==> config.mk <==
export PLATFORM = sky130hd
export DESIGN_NAME = spi_bitrev_slave
export DESIGN_NICKNAME = d
export VERILOG_FILES = /design/src/rtl/spi_bitrev_pkg.sv /design/src/rtl/spi_sync_edge.sv /design/src/rtl/spi_bitrev_slave.sv
export SDC_FILE = /design/constraint.sdc
export NUM_CORES = 1
export LEC_CHECK = 0
export CAP_MARGIN = 20
export CORE_ASPECT_RATIO = 2
export CORE_MARGIN = 2
export CORE_UTILIZATION = 45
export DETAILED_ROUTE_END_ITERATION = 7
export GPL_TIMING_DRIVEN = 0
export PLACE_DENSITY = 0.65
export SLEW_MARGIN = 20
export SYNTH_ARGS = -nofsm -noshare
export SYNTH_HDL_FRONTEND = slang
export SYNTH_HIERARCHICAL = 1
export SYNTH_SLANG_ARGS = --single-unit
==> constraint.sdc <==
create_clock -name clock -period 3.5 [get_ports clock]
set_input_delay 0.525 -clock clock [delete_from_list [all_inputs] [get_ports clock]]
set_output_delay 0.525 -clock clock [all_outputs]
set_load 0.02 [all_outputs]
==> src/rtl/spi_bitrev_pkg.sv <==
// Shared types and helpers for the bit-reversing SPI slave.
// Holds the FSM state type, synchroniser idle levels and the word reverse function.
package spi_bitrev_pkg;

    typedef enum logic [1:0] {
        StIdle,
        StRx,
        StTx
    } bitrev_state_t;

    localparam logic SYNC_IDLE_SS   = 1'b1;
    localparam logic SYNC_IDLE_MOSI = 1'b1;

    // Reverses the low w bits of d; bits at and above w come back as zero.
    function automatic logic [31:0] bitrev_f(input logic [31:0] d, input int unsigned w);
        logic [31:0] r;
        r = '0;
        for (int unsigned i = 0; i < 32; i++) begin
            if (i < w) begin
                r[5'(i)] = d[5'(w - 1 - i)];
            end
        end
        return r;
    endfunction

endpackage

==> src/rtl/spi_sync_edge.sv <==
// Two-flop synchroniser followed by a registered level/edge stage.
// Reset loads the idle level everywhere so releasing reset never fakes an edge.
module spi_sync_edge #(
    parameter logic RST_VAL = 1'b0
) (
    input  logic clock,
    input  logic reset_n,
    input  logic d_i,
    output logic level_o,
    output logic rise_o,
    output logic fall_o
);

    logic s1_q, s2_q, level_q, rise_q, fall_q;

    always_ff @(posedge clock) begin
        if (!reset_n) begin
            s1_q    <= RST_VAL;
            s2_q    <= RST_VAL;
            level_q <= RST_VAL;
            rise_q  <= 1'b0;
            fall_q  <= 1'b0;
        end else begin
            s1_q    <= d_i;
            s2_q    <= s1_q;
            level_q <= s2_q;
            rise_q  <= s2_q & ~level_q;
            fall_q  <= ~s2_q & level_q;
        end
    end

    assign level_o = level_q;
    assign rise_o  = rise_q;
    assign fall_o  = fall_q;

endmodule

==> src/rtl/spi_bitrev_slave.sv <==
// Oversampling SPI slave: receives a word LSB-first, then returns its bit reverse
// LSB-first within the same chip select. Supports back-to-back frames and abort detection.
module spi_bitrev_slave
    import spi_bitrev_pkg::*;
#(
    parameter int unsigned DATA_W = 8,
    parameter bit          CPOL   = 1'b0,
    parameter bit          CPHA   = 1'b0
) (
    input  logic              clock,
    input  logic              reset_n,
    input  logic              sck,
    input  logic              ss,
    input  logic              mosi,
    output logic              miso,
    output logic [DATA_W-1:0] rx_data,
    output logic              rx_valid,
    output logic              abort
);

    localparam int unsigned          CNT_W = $clog2(DATA_W + 1);
    localparam logic [CNT_W-1:0]     LAST  = CNT_W'(DATA_W - 1);

    logic sck_lvl, sck_rise, sck_fall;
    logic ss_lvl, ss_rise, ss_fall;
    logic mosi_lvl, mosi_rise, mosi_fall;

    spi_sync_edge #(.RST_VAL(CPOL)) u_sync_sck (
        .clock   (clock),
        .reset_n (reset_n),
        .d_i     (sck),
        .level_o (sck_lvl),
        .rise_o  (sck_rise),
        .fall_o  (sck_fall)
    );

    spi_sync_edge #(.RST_VAL(SYNC_IDLE_SS)) u_sync_ss (
        .clock   (clock),
        .reset_n (reset_n),
        .d_i     (ss),
        .level_o (ss_lvl),
        .rise_o  (ss_rise),
        .fall_o  (ss_fall)
    );

    spi_sync_edge #(.RST_VAL(SYNC_IDLE_MOSI)) u_sync_mosi (
        .clock   (clock),
        .reset_n (reset_n),
        .d_i     (mosi),
        .level_o (mosi_lvl),
        .rise_o  (mosi_rise),
        .fall_o  (mosi_fall)
    );

    logic unused_sync;
    assign unused_sync = ^{sck_lvl, ss_fall, mosi_rise, mosi_fall};

    logic lead_edge, trail_edge, sample_edge, shift_edge;
    assign lead_edge   = CPOL ? sck_fall : sck_rise;
    assign trail_edge  = CPOL ? sck_rise : sck_fall;
    assign sample_edge = CPHA ? trail_edge : lead_edge;
    assign shift_edge  = CPHA ? lead_edge : trail_edge;

    bitrev_state_t     state_q;
    logic [CNT_W-1:0]  cnt_q;
    logic [DATA_W-1:0] shreg_q, rx_data_q, shreg_in;
    logic              miso_q, rx_valid_q, abort_q;

    assign shreg_in = {mosi_lvl, shreg_q[DATA_W-1:1]};

    // In TX, shreg holds the reversed word and shifts it out from bit 0.
    always_ff @(posedge clock) begin
        if (!reset_n) begin
            state_q    <= StIdle;
            cnt_q      <= '0;
            shreg_q    <= '0;
            rx_data_q  <= '0;
            miso_q     <= 1'b1;
            rx_valid_q <= 1'b0;
            abort_q    <= 1'b0;
        end else begin
            rx_valid_q <= 1'b0;
            abort_q    <= 1'b0;
            unique case (state_q)
                StIdle: begin
                    miso_q <= 1'b1;
                    cnt_q  <= '0;
                    if (!ss_lvl) state_q <= StRx;
                end
                StRx: begin
                    if (ss_rise) begin
                        abort_q <= (cnt_q != '0);
                        state_q <= StIdle;
                        miso_q  <= 1'b1;
                        shreg_q <= '0;
                        cnt_q   <= '0;
                    end else if (sample_edge) begin
                        if (cnt_q == LAST) begin
                            rx_data_q  <= shreg_in;
                            rx_valid_q <= 1'b1;
                            shreg_q    <= DATA_W'(bitrev_f(32'(shreg_in), DATA_W));
                            cnt_q      <= '0;
                            state_q    <= StTx;
                        end else begin
                            shreg_q <= shreg_in;
                            cnt_q   <= cnt_q + CNT_W'(1);
                        end
                    end else if (shift_edge) begin
                        miso_q <= 1'b1;
                    end
                end
                StTx: begin
                    if (ss_rise) begin
                        abort_q <= 1'b1;
                        state_q <= StIdle;
                        miso_q  <= 1'b1;
                        shreg_q <= '0;
                        cnt_q   <= '0;
                    end else if (sample_edge) begin
                        if (cnt_q == LAST) begin
                            cnt_q   <= '0;
                            state_q <= StRx;
                        end else begin
                            cnt_q <= cnt_q + CNT_W'(1);
                        end
                    end else if (shift_edge) begin
                        miso_q  <= shreg_q[0];
                        shreg_q <= shreg_q >> 1;
                    end
                end
                default: state_q <= StIdle;
            endcase
        end
    end

    assign miso     = miso_q;
    assign rx_data  = rx_data_q;
    assign rx_valid = rx_valid_q;
    assign abort    = abort_q;

endmodule

==> flow_summary.ini, run 1 <==
[detailed_routing]
vias = 1212
drc = 0
drtIter0Drc = 25
via_per_inst = 5.69
drtAntennaViolNets = 0
drtPass1Iterations = 4
wl_per_cell_um = 15.2
wl_mm = 3.23

[synthesis]
synth_warnings = 6
syn_inst = 158
synth_fp_nets = 169
synth_area_per_cell_um2 = 10.0
netlist_area_mm2 = 0.00158

[worst_setup_path]
crit_path_start_kind = flop
r2r_start = state_q[1]$_SDFFE_PN0P_
endpoint_kind = flop
critPathMaxFanout = 8
crit_arrival_ns = 2.08
r2r_cells = 6
r2r_slack_ns = 1.58
reg2reg_to = rx_data[4]$_SDFFE_PN0P_
worstPathRequired_ns = 3.66
critPathKind = flop to flop

[clock_network]
cts_resized = 0
cts_tree = yes
numCtsBuffers = 5
cts_setup_buffers = 0
clk_transition_reported_paths_ns = 0.07
cts_htree_levels = 2
clkSinkCount = 37
root_buffer = clkbuf_8
clockBufferDepth = 2
cts_hold_buf = 0
clock_latency_ns = 0.28

[power_and_ir_drop]
power_frac_comb = 0.180
p_seq_frac = 0.513
ir_drop_mv = 0.346
pwr_density_cell_mw_per_mm2 = 484
p_switching_mw = 0.247
p_sw_frac = 0.276
leakage_nw = 0.755
p_int_mw = 0.650
clkPwrFrac = 0.308
total_power_mw = 0.897

[sta]
max_slew.worst_pin.slew_ns = 0.562
fmax_ghz = 0.521
holdWs_ns = 0.404
fin_crit_sh = 0.549
finalClockSkew_ns = 0.00729
finalSetupTns_ns = 0
finalSetupViolCount = 0
fin_crit_ns = 1.92
finalHoldViolCount = 0
rsz0062_at_grt = no
slew_headroom = 0.624
drv_slew = 0

[die]
fp.dieW_um = 46.0
rows = 30
fp.dieH_um = 87.9
num_io_pins = 16
core_mm2 = 0.00338
dieArea_mm2 = 0.00404
start_util = 0.469

[hold_path]
min_path_type = flop to flop
whs_endpoint = u_sync_ss/s2_q$_SDFF_PN1_
holdPathStages = 1
holdCritStartpoint = u_sync_ss/s1_q$_SDFF_PN1_

[global_routing]
grt_pass1_vias = 1210
antenna_found_initial = 0
grt_max_degree = 17
grt_pass1_wl_mm = 5.51
grt-ovfl-total = 0
grtUsageTotal = 0.186

[run]
drv_cap = 0

[layout]
post-route-util = 0.549
drive_above_1_share = 0.0663
synthToLayoutAreaGrowth_pct = 17.1
multi_input_comb_area_um2 = 790
seq_area_um2 = 741
fin_nets = 191
insertedDiodeCount = 0
fill_cells = 308

[place]
portBuffers = 15
hpwl_mm = 2.41
gp_congestion = 0.812

[run_status]
status = finished, final reports clean
[final cells by class]
class                           count  area share
Tap cell                           32      0.0216
Multi-Input combinational cell    107       0.426
Sequential cell                    37       0.399
Timing Repair Buffer               15      0.0810
Clock buffer                        8      0.0432
Buffer                              5      0.0108
Inverter                            9      0.0182
[worst max-delay path by stage]
| stage | startpoint | endpoint | cells after the start |
|---|---|---|---|
| finish | state_q[1]$_SDFFE_PN0P_ | rx_data[4]$_SDFFE_PN0P_ | 6 |
| global route | state_q[0]$_SDFFE_PN0P_ | shreg_q[5]$_SDFFE_PN0P_ | 7 |
| CTS | state_q[1]$_SDFFE_PN0P_ | rx_data[4]$_SDFFE_PN0P_ | 6 |
| detailed placement | reset_n | abort$_SDFF_PN0_ | 4 |
| global placement | reset_n | abort$_SDFF_PN0_ | 4 |
| floorplan | state_q[1]$_SDFFE_PN0P_ | rx_data[0]$_SDFFE_PN0P_ | 6 |
[metal layers]
metal  global-route usage  vias up  part of all wire
li1                     -      606                 -
met1                0.206      582              0.39
met2                0.323       19              0.56
met3               0.0371        5             0.027
met4               0.0883        0             0.023
met5                    0        -                 0
[flip-flops by register name, summed over array words and instances (netlist names)]
signal and count:
cnt_q 4, rx_valid 1, u_sync_mosi/s2_q 1, u_sync_mosi/level_o 1
rx_data 8, u_sync_mosi/s1_q 1, u_sync_ss/rise_o 1, miso 1
u_sync_ss/s2_q 1, u_sync_sck/fall_o 1, u_sync_sck/s2_q 1, state_q 2
shreg_q 8, u_sync_sck/level_o 1, u_sync_sck/rise_o 1, abort 1
u_sync_ss/level_o 1, u_sync_ss/s1_q 1, u_sync_sck/s1_q 1
[power by group through the flow]
stage                     clock network [mW]  registers (mW)  logic, mW
final                                  0.276           0.460      0.161
after global routing                   0.299           0.463      0.184
after CTS                              0.285           0.460      0.161
after detailed placement                   0           0.470      0.159
after global placement                     0           0.469      0.154
after floorplan                            0           0.464      0.123
[placed cells by master, fill, tap and decap left out, types with 2 or more instances in the layout]
cell type,instances
dfxtp_1,37
mux2i_1,15
clkdlybuf4s50_1,15
nor2_1,12
inv_1,9
nand2_1,8
clkbuf_1,7
nand2b_1,7
a21oi_1,6
o2bb2ai_1,6
ha_1,6
nor2b_1,5
clkbuf_8,5
o21ai_0,4
nand4_1,3
and2_2,3
and3b_1,3
or2b_1,2
o211a_1,2
nor4_1,2
nor3_1,2
o2111ai_1,2
nor3b_1,2
nand3_1,2
o41ai_1,2
[worst max-delay path, stage by stage (launching register included)]
cell	delay, ns
dfxtp_1	0.34
inv_1	0.09
ha_1	0.27
or2b_1	0.33
nor3_4	0.46
mux2i_1	0.26
nor2_1	0.05
[through the flow]
step | instances | setup WS (ns) | instance area, um2
6_report | 213 | 1.58 | 1850
5_1_grt | 213 | 1.43 | 1850
4_1_cts | 213 | 1.56 | 1850
3_5_place_dp | 205 | 1.30 | 1770
3_3_place_gp | 205 | 1.32 | 1770
2_1_floorplan | 158 | 1.88 | 1580
No activity file was read; power rests on OpenSTA's default activity.
==> inputs of run 2 (changes only) <==
--- a/config.mk
+++ b/config.mk
@@ -11,7 +11,7 @@
 export CORE_UTILIZATION = 45
 export DETAILED_ROUTE_END_ITERATION = 7
 export GPL_TIMING_DRIVEN = 0
-export PLACE_DENSITY = 0.65
+export PLACE_DENSITY = 0.68
 export SLEW_MARGIN = 20
 export SYNTH_ARGS = -nofsm -noshare
 export SYNTH_HDL_FRONTEND = slang
==> constraint.sdc (replaced) <==
create_clock -name clock -period 1.55 [get_ports clock]
set_input_delay 0.2325 -clock clock [delete_from_list [all_inputs] [get_ports clock]]
set_output_delay 0.2325 -clock clock [all_outputs]
set_load 0.02 [all_outputs]
==> flow_summary.ini, run 2 (synthesis gave the netlist of run 1 again) <==
[run_status]
status = finished, violations left
violations = negative setup slack

[worst_setup_path]
crit_path_end = rx_data[1]$_SDFFE_PN0P_
worstPathRequired_ns = 1.72
crit_path_start_kind = flop
crit_slowest_cell = dfxtp_4
reg2reg_to = rx_data[1]$_SDFFE_PN0P_
crit_arrival_ns = 1.75
r2r_start = state_q[1]$_SDFFE_PN0P_
crit_start = state_q[1]$_SDFFE_PN0P_
crit_chain = inv_4, ha_4, or2b_4, nor3_4, buf_12, mux2i_1, nor2_1
endpoint_kind = flop
critPathKind = flop to flop
critPathMaxFanout = 8
cpPeakStageDelay_ns = 0.37
r2r_cells = 7
r2r_slack_ns = -0.03

[layout]
mostFrequentLayoutCell = dfxtp_1
fin_cells = 218
fin_area_mm2 = 0.00207
fin_nets = 196
synthToLayoutAreaGrowth_pct = 31.0
insertedDiodeCount = 0
layout_common_cells = 33 x dfxtp_1, 14 x mux2i_1, 14 x clkdlybuf4s50_1, 11 x nor2_1, 8 x nand2_1
drive_above_1_share = 0.247

[detailed_routing]
drc = 0
wl_mm = 3.39
drtPass1Iterations = 4
vias = 1252
wl_per_cell_um = 15.6
drtIter0Drc = 25
drtAntennaViolNets = 0
via_per_inst = 5.74

[clock_network]
numCtsBuffers = 5
clk_transition_reported_paths_ns = 0.07
cts_tree = yes
clockBufferDepth = 2
cts_htree_levels = 2
clkSinkCount = 37
root_buffer = clkbuf_8
clock_latency_ns = 0.29

[place]
pre_cts_slack_ns = -0.335
portBuffers = 15
placed_area_mm2 = 0.00179
hpwl_mm = 2.42
placedCellCount = 205
gp_congestion = 0.823

[die]
fp.dieH_um = 87.9
dieArea_mm2 = 0.00404
fp.dieW_um = 46.0
num_io_pins = 16
rows = 30
start_util = 0.469
core_mm2 = 0.00338

[sta]
finalHoldViolCount = 0
drv_slew = 0
fin_crit_sh = 1.02
rsz0062_at_grt = yes
max_slew.worst_pin.slew_ns = 0.548
setup_ws_ns = -0.0290
finalClockSkew_ns = 0.00483
fmax_ghz = 0.633
slew_headroom = 0.635
fin_crit_ns = 1.58
finalSetupViolCount = 7
holdWs_ns = 0.415

[power_and_ir_drop]
pwr_density_cell_mw_per_mm2 = 1090
total_power_mw = 2.25
ir_drop_mv = 0.667
leakage_nw = 0.826

[global_routing]
grt_max_degree = 17
grt-ovfl-total = 0
grt_pass1_wl_mm = 5.69
grt_pass1_vias = 1274
grtUsageTotal = 0.194
antenna_found_initial = 0

[hold_path]
holdPathStages = 1
min_path_type = flop to flop

[run]
drv_cap = 0
## run 2: per-layer routing
layer  track usage  vias up  part of all wire
li1              -      620                 -
met1         0.205      604              0.37
met2         0.342       23              0.58
met3        0.0495        5             0.032
met4        0.0857        0             0.016
met5             0        -                 0
## run 2: report_power, final
group          internal, mW  total [mW]  switching, mW  leakage (nW)
clock                 0.311       0.631          0.320        0.0450
sequential             1.00        1.06         0.0571         0.303
combinational         0.281       0.563          0.282         0.478
total                  1.59        2.25          0.659         0.826
## run 2: worst min-delay path by stage
stage / from / endpoint / slack (ns)
2_1_floorplan: reset_n / u_sync_ss/level_o$_SDFF_PN1_ / 0.31
3_3_place_gp: u_sync_ss/s1_q$_SDFF_PN1_ / u_sync_ss/s2_q$_SDFF_PN1_ / 0.39
3_5_place_dp: u_sync_ss/s1_q$_SDFF_PN1_ / u_sync_ss/s2_q$_SDFF_PN1_ / 0.40
4_1_cts: u_sync_ss/s1_q$_SDFF_PN1_ / u_sync_ss/s2_q$_SDFF_PN1_ / 0.42
5_1_grt: u_sync_ss/s1_q$_SDFF_PN1_ / u_sync_ss/s2_q$_SDFF_PN1_ / 0.43
6_report: u_sync_ss/s1_q$_SDFF_PN1_ / u_sync_ss/s2_q$_SDFF_PN1_ / 0.41
## run 2: layout make-up
| type | instances | area (um2) |
|---|---|---|
| Inverter | 9 | 36.3 |
| Buffer | 4 | 20.0 |
| Timing Repair Buffer | 21 | 206 |
| Sequential cell | 37 | 751 |
| Fill cell | 306 | 1300 |
| Multi-Input combinational cell | 107 | 938 |
| Clock buffer | 6 | 72.6 |
| Clock inverter | 2 | 10.0 |
| Tap cell | 32 | 40.0 |
## run 2: critical path, delay by kind of cell, from the launching register on
family / cells / cell delay [ns]
mux: 1 / 0.20
buf+inv: 2 / 0.23
fa+ha+maj: 1 / 0.15
simple gates: 3 / 0.49
flops: 1 / 0.37
## run 2: timing repair
| action | in CTS | in global routing |
|---|---|---|
| resized for setup | 20 | 15 |
| pin swaps | 2 | 6 |
| hold buffers | 0 | 0 |
| setup endpoints to repair | 23 | 22 |
| setup buffers | 3 | 3 |
| endpoints found under the hold margin | 0 | 0 |
## run 2: per-stage QoR
| stage | utilization | TNS [ns] |
|---|---|---|
| after floorplan | - | -0.330 |
| after global placement | 0.530 | -5.39 |
| after detailed placement | 0.530 | -6.37 |
| after CTS | 0.586 | -0.108 |
| after global routing | 0.614 | -0.833 |
| final | 0.614 | -0.123 |
